<file path="config.mk">
export PLATFORM = sky130hd
export DESIGN_NAME = hex_seven_seg
export DESIGN_NICKNAME = d
export VERILOG_FILES = /design/src/rtl/hex_seven_seg.sv
export SDC_FILE = /design/constraint.sdc
export NUM_CORES = 1
export LEC_CHECK = 0
export BUFFER_PORTS_ARGS = -buffer_cell sky130_fd_sc_hd__buf_4
export CAP_MARGIN = 20
export CORE_MARGIN = 2
export CORE_UTILIZATION = 43
export CTS_CLUSTER_SIZE = 10
export DETAILED_ROUTE_END_ITERATION = 10
export PLACE_DENSITY = 0.67
export SLEW_MARGIN = 10
export SYNTH_ARGS = -nofsm -noshare
export SYNTH_HDL_FRONTEND = slang
export SYNTH_SLANG_ARGS = --single-unit
</file>
<file path="constraint.sdc">
create_clock -name clk -period 2.4 [get_ports clk]
set_input_delay 0.24 -clock clk [delete_from_list [all_inputs] [get_ports clk]]
set_output_delay 0.24 -clock clk [all_outputs]
set_load 0.005 [all_outputs]
</file>
<file path="src/rtl/hex_seven_seg.sv">
// hex_seven_seg: registered hexadecimal to seven-segment decoder.
// It holds one digit register and a valid flag, and drives a registered segment output.
// Segment bit order is {g,f,e,d,c,b,a}.
// The ACTIVE_LOW parameter sets the drive polarity. 1 means a segment is lit by driving 0.
// Optional feature: define HEX_SEVEN_SEG_LAMP_TEST_EN to add the lamp_test input.
// lamp_test lights every segment and does not change the stored digit.
module hex_seven_seg #(
  parameter bit ACTIVE_LOW = 1'b1
) (
  input  logic       clk,
  input  logic       rst,
  input  logic [3:0] a,
  input  logic       load,
  input  logic       blank,
`ifdef HEX_SEVEN_SEG_LAMP_TEST_EN
  input  logic       lamp_test,
`endif
  output logic [6:0] seg0,
  output logic       valid
);

  // Drive codes for a dark display and a fully lit display at the chosen polarity.
  localparam logic [6:0] SEG_DARK = ACTIVE_LOW ? 7'h7F : 7'h00;
  localparam logic [6:0] SEG_LIT  = ACTIVE_LOW ? 7'h00 : 7'h7F;

  logic [3:0] digit_reg;
  logic [3:0] digit_next;
  logic       valid_reg;
  logic       valid_next;
  logic [6:0] seg_reg;
  logic [6:0] seg_next;
  logic [6:0] pattern_low;   // decoded pattern, 0 = lit
  logic [6:0] pattern_drive; // decoded pattern at the chosen polarity

  // Next digit and valid flag. The decoder looks at the incoming digit,
  // so a digit loaded at an edge is shown right after that same edge.
  always_comb begin
    digit_next = digit_reg;
    valid_next = valid_reg;
    if (load) begin
      digit_next = a;
      valid_next = 1'b1;
    end
  end

  // Hex-to-segment lookup, written in active-low form ({g..a}, 0 = lit).
  always_comb begin
    pattern_low = 7'h7F;
    case (digit_next)
      4'h0: pattern_low = 7'b1000000;
      4'h1: pattern_low = 7'b1111001;
      4'h2: pattern_low = 7'b0100100;
      4'h3: pattern_low = 7'b0110000;
      4'h4: pattern_low = 7'b0011001;
      4'h5: pattern_low = 7'b0010010;
      4'h6: pattern_low = 7'b0000010;
      4'h7: pattern_low = 7'b1111000;
      4'h8: pattern_low = 7'b0000000;
      4'h9: pattern_low = 7'b0010000;
      4'hA: pattern_low = 7'b0001000;
      4'hB: pattern_low = 7'b0000011;
      4'hC: pattern_low = 7'b1000110;
      4'hD: pattern_low = 7'b0100001;
      4'hE: pattern_low = 7'b0000110;
      4'hF: pattern_low = 7'b0001110;
      default: pattern_low = 7'h7F;
    endcase
  end

  // Apply the output polarity to each segment.
  generate
    for (genvar gi = 0; gi < 7; gi++) begin : g_polarity
      assign pattern_drive[gi] = ACTIVE_LOW ? pattern_low[gi] : ~pattern_low[gi];
    end
  endgenerate

  // Output priority: lamp test, then blank, then dark until the first load, then the digit.
  always_comb begin
    seg_next = pattern_drive;
    if (!valid_next) begin
      seg_next = SEG_DARK;
    end
    if (blank) begin
      seg_next = SEG_DARK;
    end
`ifdef HEX_SEVEN_SEG_LAMP_TEST_EN
    if (lamp_test) begin
      seg_next = SEG_LIT;
    end
`endif
  end

  // State and output registers. Reset has the highest priority.
  always_ff @(posedge clk) begin
    if (rst) begin
      digit_reg <= 4'h0;
      valid_reg <= 1'b0;
      seg_reg   <= SEG_DARK;
    end else begin
      digit_reg <= digit_next;
      valid_reg <= valid_next;
      seg_reg   <= seg_next;
    end
  end

  assign seg0  = seg_reg;
  assign valid = valid_reg;

  // SEG_LIT is only referenced when lamp test is compiled in.
  logic unused_lit;
  assign unused_lit = ^SEG_LIT;

endmodule

</file>
# Yosys cells after proc, flatten, opt, wreduce, memory -nomap -nowiden
# Memories as Yosys holds them, arrays and structs flattened. A register that Yosys moved wholly into a read port is not among the register bits.
# Cells that the tools add are included.
[classes]
bitwise_logic = 1
mux = 2
n_reduce_logical = 1
[ops]
columns = ["operator", "count"]
rows = [
  ["4-bit two-way mux", 1],
  ["3-bit OR reduction", 1],
  ["1-bit two-way mux", 1],
  ["1-bit inverter", 1],
]
[totals]
mem_count = 1
out_inout_bits = 8
register_bits = 5
mem_bits_ro = 112
inputBits = 8
wordCells = 7
[mem_list]
columns = ["name", "words", "word_bits", "rd", "rd_ports_with_merged_regs", "write_ports", "line_no", "text"]
rows = [
  ["(name not given)", 16, 7, 1, 1, 0, "49", "case (digit_next)"],
]

# Depth between registers and ports, before layout
# Gate-level depths: netlist (run 1).
[depth]
word_depth = 3
ltp_mapped = 7
mapped_depth_nobuf = 6

# Worst setup path before layout (run 1)
# OpenSTA, ideal clock, no wires.
[synth_timing]
path_type = "input-to-reg"
from = "in load"
to = "reg seg_reg[3] (netlist: seg0[3])"
setup_ns = 0.134
setup_slack_ns = 0.842
arrival_time_ns = 1.424
path_buffers = 1
required_ns = 2.266
path_stages = 7
path_cell_list = "buf_6 mux2i_1 inv_1 ha_1 and2_0 a211oi_2 o21ai_1"
[synth_between]
elab_cells_between_ends = 4
cone_classes = "mux: 2; bitwise: 1; reduce/logical: 1"
[synth_rtl]
columns = ["element", "line_no", "text"]
rows = [
  ["start, declared", "13", "input logic load,"],
  ["4-bit two-way mux", "40", "if (load) begin"],
  ["via digit_next[1]", "27", "logic [3:0] digit_next;"],
  ["end, declared", "30", "logic [6:0] seg_reg;"],
]
# The timed path passes the listed nets, and every way through them passes these cells.
# A chain may end at the register's enable or synchronous reset.

# Final worst setup path (run 1)
[layout_timing]
from = "reg digit_reg[1]"
to = "reg seg_reg[3] (netlist: seg0[3])"
[layout_between]
elab_chain_len = 1
[layout_lines]
columns = ["element", "line_no", "text"]
rows = [
  ["start, declared", "26", "logic [3:0] digit_reg;"],
  ["start signal, assigned", "100", "digit_reg <= digit_next;"],
  ["4-bit two-way mux", "40", ""],
  ["via digit_next[1]", "27", ""],
]
# The timed path passes the listed nets, and every way through them passes these cells.

==> out/results.env, run 1 <==
OUTCOME='complete, no violations'
POWER.SEQUENTIAL.FRACTION_PCT=49.9
CTS.ROOT.BUFFER_CELL='sky130_fd_sc_hd__clkbuf_4'
UTILIZATION_PCT=56.7
SYNTH.FF_LATCH_COUNT=12
GLOBAL_ROUTE.USAGE.TOTAL_PCT=13.1
SYNTHESIS.AREA_UM2=624
DETAILROUTE.VIA_COUNT=482
GRT_MAX_DEGREE=16
POST_ROUTE_MINIMUM_PERIOD_PS=1550
CP_DATA_REQUIRED_TIME_PS=2540
TIMING.FMAX_GHz=0.645
DR.FIRST_ITER.DRC_COUNT=3
DETAILED_PLACE.AREA_UM2=733
REG2REG_DEPTH=6
ENDPOINT_KIND='flip-flop'
ANTENNA_FOUND_INITIAL=0
WIDTH_OF_THE_CHIP_UM=42.1
INITIAL_CORE_UTIL_PCT=46.8
P_SWITCHING_uW=115
DRCVIOLATIONCOUNT=0
DESIGN.CORE.AREA_MM2=0.00133
P_INT_uW=318
PLACE.DETAILED.HPWL_UM=814
IOS=16
RSZ_0062_RAISED_AFTER_GLOBAL_ROUTING='no'
TIMING.HOLD.WORST.START='rst'
FINAL_HOLD_VIOL_COUNT=0
FIRSTDRTPASSITERS=4
CRITICAL_PATH.SLOWEST_CELL='sky130_fd_sc_hd__mux2i_1'
CLOCKPOWERSHARE_PCT=27.3
CTS_BUFFERS=3
FIRST_PASS_GRT_WIRE_LENGTH_UM=1800
POSTLAYOUTCELLAREA_UM2=756
CTSHOLDBUFFERS=0
SYNTH-WARNING-COUNT=0
MIN_PATH_CELLS=2
WL_UM=1070
WORST_HOLD_PATH_TYPE='primary input to flip-flop'
REGTOREGSTARTPOINT='digit_reg[1]'
DISTINCT_CELLS_SYNTH=24
MAX_STAGE_DELAY_PS=310
MAX-CLOCK-PATH-BUFFERS=2
POWER.SHARE.SWITCHING_PCT=26.5
PLACE_CONGESTION=0.785
SYNTH_SEQUENTIAL_AREA_RATIO_PCT=38.5
HOLD-PATH-ENDPOINT='digit_reg[0]'
ANTENNADIODECOUNT=0
SETUP_VIOL=0
CTSRESIZECOUNT=0
POWER.SHARE.COMBINATIONAL_PCT=22.8
CAP_VIOLATIONS=0
TIGHTEST_SLEW_PS=461
DRT-WIRELENGTH-PER-CELL_UM=11.9
STATIC-LEAKAGE-POWER_uW=0.000336
FINISH.CELL_COUNT_WITHOUT_FILLERS=90
MAXIMUM_FANOUT_ENCOUNTERED_ON_THE_CRITICAL_TIMING_PATH=5
ROUTE.ANTENNA.REMAINING_NETS=0
OVERFLOW=0
FINALCLOCKSKEW_PS=2.55
PLACEMENT_ROWS=13
PEAKVDDDROP_mV=0.266
TIMING.REG2REG.SETUP_SLACK_PS=850
NETS=91
DIE_OUTLINE_AREA_MM2=0.00177
LARGEST_REGISTER_FF_COUNT=7
TIMING.CRITICAL_PATH.FROM_TYPE='flip-flop'
FINALCRITPERIODSHARE_PCT=64.6
HTREEDEPTH=1
R2R-END='seg0[3]'
DIE_H_UM=42.1
TRITONCTS='done'
SYNTHTOLAYOUTAREAGROWTH_PCT=21.0
WORST_REL_SLEW_SLACK_PCT=68.6
CTS.CLK_SLEW.WORST_PATHS_PS=70
CRIT_CHAIN='mux2i_1 > inv_1 > ha_1 > and2_0 > a211oi_2 > o21ai_1'
POSTCTSSETUPBUFFERS=0
PWR_DENSITY_CELL_mW_PER_MM2=572
DESIGN_POWER_TOTAL_uW=432
FINAL.FILL_COUNT=130
SYNTH_CELLS=59
IO_BUFFER_COUNT=15
VIA_COUNT_OF_THE_FIRST_GLOBAL_ROUTING_PASS=423
VIASPERCELL=5.36
DRIVE_ABOVE_1_SHARE_PCT=33.3
CP.ARRIVAL_PS=1690
FINALMAXSLEWVIOLATIONS=0
TIMING_WORST_SETUP_PATH_TYPE='flip-flop to flip-flop'
SETUP_TNS_FINAL_PS=0
SYNTHESIS.AREA_PER_INSTANCE_UM2=10.6
CLK-INSERTION-DELAY-LATE_PS=270
PLACED_INSTANCES=87
SYNTH.NET_COUNT=73
CLOCK-SINKS=12
kinds of logic after synthesis:
group	after synthesis	share of synthesized area (%)
fa+ha+maj	6	12.0
mux	6	14.4
compound gates	13	15.6
flops	12	38.5
buf+inv	5	6.01
simple gates	17	13.4
layout by cell type (no fill, tap or decap):
master                      n
sky130_fd_sc_hd__o311ai_1   1
sky130_fd_sc_hd__o211a_1    1
sky130_fd_sc_hd__nand2_1    4
sky130_fd_sc_hd__nor3_2     1
sky130_fd_sc_hd__o221ai_1   4
sky130_fd_sc_hd__mux2i_1    3
sky130_fd_sc_hd__and2_0     1
sky130_fd_sc_hd__nor2b_1    1
sky130_fd_sc_hd__a211oi_2   1
sky130_fd_sc_hd__nand3_1    1
sky130_fd_sc_hd__nor2_1     7
sky130_fd_sc_hd__dfxtp_1   12
sky130_fd_sc_hd__and3b_1    1
sky130_fd_sc_hd__ha_1       6
sky130_fd_sc_hd__a21oi_1    3
sky130_fd_sc_hd__o21ai_1    2
sky130_fd_sc_hd__mux2_4     1
sky130_fd_sc_hd__inv_2      1
sky130_fd_sc_hd__clkbuf_4   3
sky130_fd_sc_hd__o22ai_1    1
sky130_fd_sc_hd__nand2b_1   1
sky130_fd_sc_hd__mux2i_4    2
sky130_fd_sc_hd__buf_4     16
sky130_fd_sc_hd__inv_1      1
worst max-delay path: cells and delay by family, from the launching register on:
kind / cells / cell delay [ps]
flops: 1 / 300
mux: 1 / 310
simple gates: 1 / 150
buf+inv: 1 / 180
fa+ha+maj: 1 / 250
compound gates: 2 / 220
cells in the mapped netlist:
library cell	n	area, µm²
sky130_fd_sc_hd__a211oi_2	1	12.5
sky130_fd_sc_hd__nor2b_1	1	6.26
sky130_fd_sc_hd__and3b_1	1	8.76
sky130_fd_sc_hd__nand3_1	1	5.00
sky130_fd_sc_hd__dfxtp_1	12	240
sky130_fd_sc_hd__nand2_1	4	15.0
sky130_fd_sc_hd__and2_0	1	6.26
sky130_fd_sc_hd__inv_1	1	3.75
sky130_fd_sc_hd__nor2_1	7	26.3
sky130_fd_sc_hd__mux2i_4	2	45.0
sky130_fd_sc_hd__o21ai_1	2	10.0
sky130_fd_sc_hd__nor3_2	1	10.0
sky130_fd_sc_hd__inv_2	1	3.75
sky130_fd_sc_hd__o311ai_1	1	8.76
sky130_fd_sc_hd__mux2_4	1	15.0
sky130_fd_sc_hd__nand2b_1	1	6.26
sky130_fd_sc_hd__buf_4	1	7.51
sky130_fd_sc_hd__a21oi_1	3	15.0
sky130_fd_sc_hd__o211a_1	1	10.0
sky130_fd_sc_hd__o22ai_1	1	6.26
sky130_fd_sc_hd__ha_1	6	75.1
sky130_fd_sc_hd__o221ai_1	4	35.0
sky130_fd_sc_hd__mux2i_1	3	30.0
sky130_fd_sc_hd__buf_6	2	22.5
metrics by stage:
stage	setup slack, ps	hold slack (ps)
floorplan	842	312
global placement	687	459
detailed placement	653	464
CTS	846	174
global route	732	185
finish	849	176
per-layer routing:
layer  GRT usage (%)  share of wire (%)  vias up
met5               0                  0        -
li1                -                  -      242
met4            1.88               0.56        0
met2            19.1                 42       18
met1            17.5                 49      220
met3            6.90                8.6        2
cell type report:
cell class / instances / area (µm²) / area share (%)
clock buffer: 3 / 22.5 / 2.98
inverter: 2 / 7.51 / 0.993
multi-input combinational: 42 / 347 / 45.9
sequential: 12 / 240 / 31.8
tap: 15 / 18.8 / 2.48
timing repair buffer: 16 / 120 / 15.9
worst max-delay path by stage:
| stage | startpoint | endpoint | cells past startpoint |
|---|---|---|---|
| 2_1_floorplan | load | seg0[3] | 7 |
| 4_1_cts | digit_reg[1] | seg0[3] | 6 |
| 3_3_place_gp | load | seg0[5] | 7 |
| 3_5_place_dp | load | seg0[3] | 7 |
| 6_report | digit_reg[1] | seg0[3] | 6 |
| 5_1_grt | digit_reg[1] | seg0[3] | 6 |
power by group through the flow:
stage / combinational [µW] / sequential, µW / clock (µW)
after global placement: 99.0 / 221 / 0
after detailed placement: 98.6 / 220 / 0
final: 98.7 / 216 / 118
after CTS: 98.9 / 216 / 123
after floorplan: 66.4 / 221 / 0
after global routing: 109 / 217 / 130
(Power assumes the default switching activity.)
==> run 2: changes to the inputs <==
--- a/config.mk
+++ b/config.mk
@@ -5,13 +5,14 @@
 export SDC_FILE = /design/constraint.sdc
 export NUM_CORES = 1
 export LEC_CHECK = 0
+export ABC_AREA = 1
 export BUFFER_PORTS_ARGS = -buffer_cell sky130_fd_sc_hd__buf_4
 export CAP_MARGIN = 20
 export CORE_MARGIN = 2
 export CORE_UTILIZATION = 43
 export CTS_CLUSTER_SIZE = 10
 export DETAILED_ROUTE_END_ITERATION = 10
-export PLACE_DENSITY = 0.67
+export PLACE_DENSITY = 0.69
 export SLEW_MARGIN = 10
 export SYNTH_ARGS = -nofsm -noshare
 export SYNTH_HDL_FRONTEND = slang
==> constraint.sdc (replaced) <==
create_clock -name clk -period 1.3 [get_ports clk]
set_input_delay 0.13 -clock clk [delete_from_list [all_inputs] [get_ports clk]]
set_output_delay 0.13 -clock clk [all_outputs]
set_load 0.005 [all_outputs]
==> run 2 against run 1 <==
Effect of this change:
- largest power group unchanged
- clock-buffer cell count up 1
- flip-flop and latch count stayed put
- critical path depth up 2
- highest routed layer unchanged
- sequential power is 87% higher
- via count up 35%
- critical endpoint is now seg0[1]
- global-route usage rose by 4.6 points
- register-to-register slack got worse by 750 ps
==> out/results.env, run 2 <==
DR.FIRST_ITER.DRC_COUNT=23  # was 3
SYNTH.FF_LATCH_COUNT=12  # unchanged
DESIGN.CORE.AREA_MM2=0.00151  # was 0.00133 mm²
IO_BUFFER_COUNT=15  # unchanged
GLOBAL_ROUTE.USAGE.TOTAL_PCT=17.7  # was 13.1%
SYNTH_CELLS=93  # was 59
GRT_MAX_DEGREE=10  # was 16
FIRSTDRTPASSITERS=4  # unchanged
SETUP_VIOL=0  # unchanged
YS_TOP_CELLS_BY_COUNT='sky130_fd_sc_hd__nand2_1, sky130_fd_sc_hd__dfxtp_1, sky130_fd_sc_hd__nand3_1'  # was sky130_fd_sc_hd__dfxtp_1, sky130_fd_sc_hd__nor2_1, sky130_fd_sc_hd__ha_1
FINAL_HOLD_VIOL_COUNT=0  # unchanged
CRIT_END='seg0[1]'  # was seg0[3]
POSTCTSSETUPBUFFERS=0  # unchanged
DIE_H_UM=44.1  # was 42.1 µm
DIE_OUTLINE_AREA_MM2=0.00194  # was 0.00177 mm²
GLOBAL_ROUTE.USAGE.MET3_PCT=4.08  # was 6.90%
GRT_USE_MET1_PCT=19.6  # was 17.5%
MAX-CLOCK-PATH-BUFFERS=2  # unchanged
CAP_VIOLATIONS=0  # unchanged
PEAKVDDDROP_mV=0.497  # was 0.266 mV
SYNTHESIS.AREA_PER_INSTANCE_UM2=7.43  # was 10.6 µm²
SYNTH_TOP_FLOP_CELL='sky130_fd_sc_hd__dfxtp_1'  # unchanged
CP.ARRIVAL_PS=1370  # was 1690 ps
PLACEMENT_ROWS=14  # was 13
POSTLAYOUTSETUPSLACKWORST_PS=101  # was 849 ps
REGTOREGSTARTPOINT='digit_reg[1]'  # unchanged
GR-USAGE-MET2_PCT=31.2  # was 19.1%
TIMING.REG2REG.SETUP_SLACK_PS=100  # was 850 ps
DRIVE_ABOVE_1_SHARE_PCT=31.0  # was 33.3%
POST_SYNTH_MAIN_AREA_CONTRIBUTORS='sky130_fd_sc_hd__dfxtp_1, sky130_fd_sc_hd__nand2_1, sky130_fd_sc_hd__ha_1'  # was sky130_fd_sc_hd__dfxtp_1, sky130_fd_sc_hd__ha_1, sky130_fd_sc_hd__mux2i_4
FINALCLOCKSKEW_PS=8.08  # was 2.55 ps
SYNTHESIS.AREA_UM2=691  # was 624 µm²
CLOCK-SINKS=12  # unchanged
WORST_HOLD_PATH_TYPE='primary input to flip-flop'  # unchanged
YOSYS.AREA.TOP_TYPE='sky130_fd_sc_hd__dfxtp_1'  # unchanged
ENDPOINT_KIND='flip-flop'  # unchanged
DISTINCT_CELLS_SYNTH=17  # was 24
PLACE.DETAILED.HPWL_UM=1130  # was 814 µm
CRIT_PATH_START='digit_reg[1]'  # unchanged
DRCVIOLATIONCOUNT=0  # unchanged
OUTCOME='complete, no violations'  # unchanged
MAXIMUM_FANOUT_ENCOUNTERED_ON_THE_CRITICAL_TIMING_PATH=7  # was 5
TRITONCTS='done'  # unchanged
FINAL.FILL_COUNT=141  # was 130
BUSIEST_LAYER='met2'  # unchanged
IOS=16  # unchanged
MOSTFREQUENTLAYOUTCELLS='sky130_fd_sc_hd__nand2_1, sky130_fd_sc_hd__buf_4, sky130_fd_sc_hd__nand3_1, sky130_fd_sc_hd__dfxtp_1, sky130_fd_sc_hd__nor2_1'  # was sky130_fd_sc_hd__buf_4, sky130_fd_sc_hd__dfxtp_1, sky130_fd_sc_hd__nor2_1
PWR_DENSITY_CELL_mW_PER_MM2=1060  # was 572 mW/mm²
SETUP_TNS_FINAL_PS=0  # unchanged
INITIAL_CORE_UTIL_PCT=45.8  # was 46.8%
R2R-END='seg0[1]'  # was seg0[3]
SYNTHTOLAYOUTAREAGROWTH_PCT=26.6  # was 21.0%
SYNTHMOSTINSTANTIATEDCELL='sky130_fd_sc_hd__nand2_1'  # was sky130_fd_sc_hd__dfxtp_1
CTS.ROOT.BUFFER_CELL='sky130_fd_sc_hd__clkbuf_4'  # unchanged
WIDTH_OF_THE_CHIP_UM=44.1  # was 42.1 µm
NETS=128  # was 91
WL_UM=1520  # was 1070 µm
LAYOUT.CELLS.MOST_COMMON='sky130_fd_sc_hd__nand2_1'  # was sky130_fd_sc_hd__buf_4
SYNTH_SEQUENTIAL_AREA_RATIO_PCT=34.8  # was 38.5%
CP_DATA_REQUIRED_TIME_PS=1470  # was 2540 ps
CLK-INSERTION-DELAY-LATE_PS=280  # was 270 ps
ROUTE.ANTENNA.REMAINING_NETS=0  # unchanged
FIRST_PASS_GRT_WIRE_LENGTH_UM=2480  # was 1800 µm
FINALMAXSLEWVIOLATIONS=0  # unchanged
FINALCRITPERIODSHARE_PCT=92.2  # was 64.6%
ANTENNADIODECOUNT=0  # unchanged
ANTENNA_FOUND_INITIAL=0  # unchanged
PLACE_WS_PS=-18.1  # was 653 ps
HTREEDEPTH=1  # unchanged
REG2REG_DEPTH=8  # was 6
TIMING.FMAX_GHz=0.834  # was 0.645 GHz
DRT-WIRELENGTH-PER-CELL_UM=11.8  # was 11.9 µm
VIASPERCELL=5.05  # was 5.36
YOSYS.AREA.TOP_TYPE_SHARE_PCT=34.8  # was 38.5%
ASYNC_RESET_FF_SHARE_PCT=0  # unchanged
CTS_BUFFERS=3  # unchanged
SYNTH-WARNING-COUNT=0  # unchanged
DESIGN_POWER_TOTAL_uW=927  # was 432 µW
LARGEST_REGISTER_FF_COUNT=7  # unchanged
DETAILROUTE.VIA_COUNT=652  # was 482
VIA_COUNT_OF_THE_FIRST_GLOBAL_ROUTING_PASS=573  # was 423
OVERFLOW=0  # unchanged
UTILIZATION_PCT=58.1  # was 56.7%
TIGHTEST_SLEW_PS=279  # was 461 ps
PLACE_CONGESTION=0.805  # was 0.785
CTS.CLK_SLEW.WORST_PATHS_PS=90  # was 70 ps
STATIC-LEAKAGE-POWER_uW=0.000433  # was 0.000336 µW
TIMING.CRITICAL_PATH.FROM_TYPE='flip-flop'  # unchanged
WORST_REL_SLEW_SLACK_PCT=81.4  # was 68.6%
SYNTH.NET_COUNT=107  # was 73
RSZ_0062_RAISED_AFTER_GLOBAL_ROUTING='no'  # unchanged
POST_ROUTE_MINIMUM_PERIOD_PS=1200  # was 1550 ps
TIMING_WORST_SETUP_PATH_TYPE='flip-flop to flip-flop'  # unchanged
EDFF_COUNT_SYNTH=0  # unchanged
-- run 2: cell types whose count changed in the layout (fill, tap and decap cells not counted), sizes merged, moves of 3 or more --
| cell | before | now |
|---|---|---|
| nand3 | 1 | 12 |
| inv | 2 | 10 |
| o221ai | 4 | 0 |
| nand2 | 4 | 34 |
| nor2 | 7 | 12 |
| mux2i | 5 | 0 |
| a21oi | 3 | 0 |
| o21ai | 2 | 5 |
-- run 2: metrics by stage --
stage                     area [µm²]  hold slack, ps  instances
after detailed placement         827             370        125
after CTS                        863            76.1        129
after global placement           827             368        125
after floorplan                  691             202         93
after global routing             875            74.1        129
final                            875            71.7        129
-- run 2: report_power, final --
part	switching (µW)	internal (µW)	total, µW
clock	137	170	308
sequential	12.0	391	403
combinational	126	91.0	217
total	275	653	927
-- run 2: logic make-up (layout without fill, tap and decap cells) --
| logic type | Yosys count | after routing | share of synthesized area, % |
|---|---|---|---|
| and+or+nand+nor | 59 | 59 | 40.8 |
| DFF | 12 | 12 | 34.8 |
| buffers and inverters | 11 | 31 | 7.79 |
| adders and majority gates | 6 | 6 | 10.9 |
| AOI/OAI and AO/OA | 5 | 5 | 5.80 |
-- run 2: routing by layer --
layer  vias up  part of all wire [%]
li1        329                     -
met3         6                   5.0
met2        20                    49
met1       297                    44
met5         -                     0
met4         0                   2.6
-- run 2: repair_timing --
item,CTS,global route
gates resized for setup,0,3
setup endpoints to repair,0,7
hold buffers,0,0
-- run 2: how the worst min path moves through the flow --
stage               start            to  cells after the start
finish                rst  digit_reg[0]                      2
global route          rst  digit_reg[1]                      2
CTS                   rst         valid                      2
detailed placement  blank       seg0[3]                      3
global placement    blank       seg0[3]                      3
floorplan             rst  digit_reg[0]                      1
-- run 2: area by class of cell --
cell class / count / area (µm²) / share of cell area (%)
Timing Repair Buffer: 17 / 128 / 14.6
Tap cell: 16 / 20.0 / 2.29
Multi-Input combinational cell: 70 / 408 / 46.6
Clock buffer: 4 / 36.3 / 4.15
Inverter: 10 / 42.5 / 4.86
Sequential cell: 12 / 240 / 27.5
-- run 2: critical path: stages (launching register included) --
cell and delay, ps:
sky130_fd_sc_hd__dfxtp_1 310, sky130_fd_sc_hd__inv_1 30, sky130_fd_sc_hd__nand2_1 90, sky130_fd_sc_hd__nand2_4 80, sky130_fd_sc_hd__ha_1 270, sky130_fd_sc_hd__nand2_1 100
sky130_fd_sc_hd__nor2_1 50, sky130_fd_sc_hd__nor2_1 90, sky130_fd_sc_hd__nand2_1 50
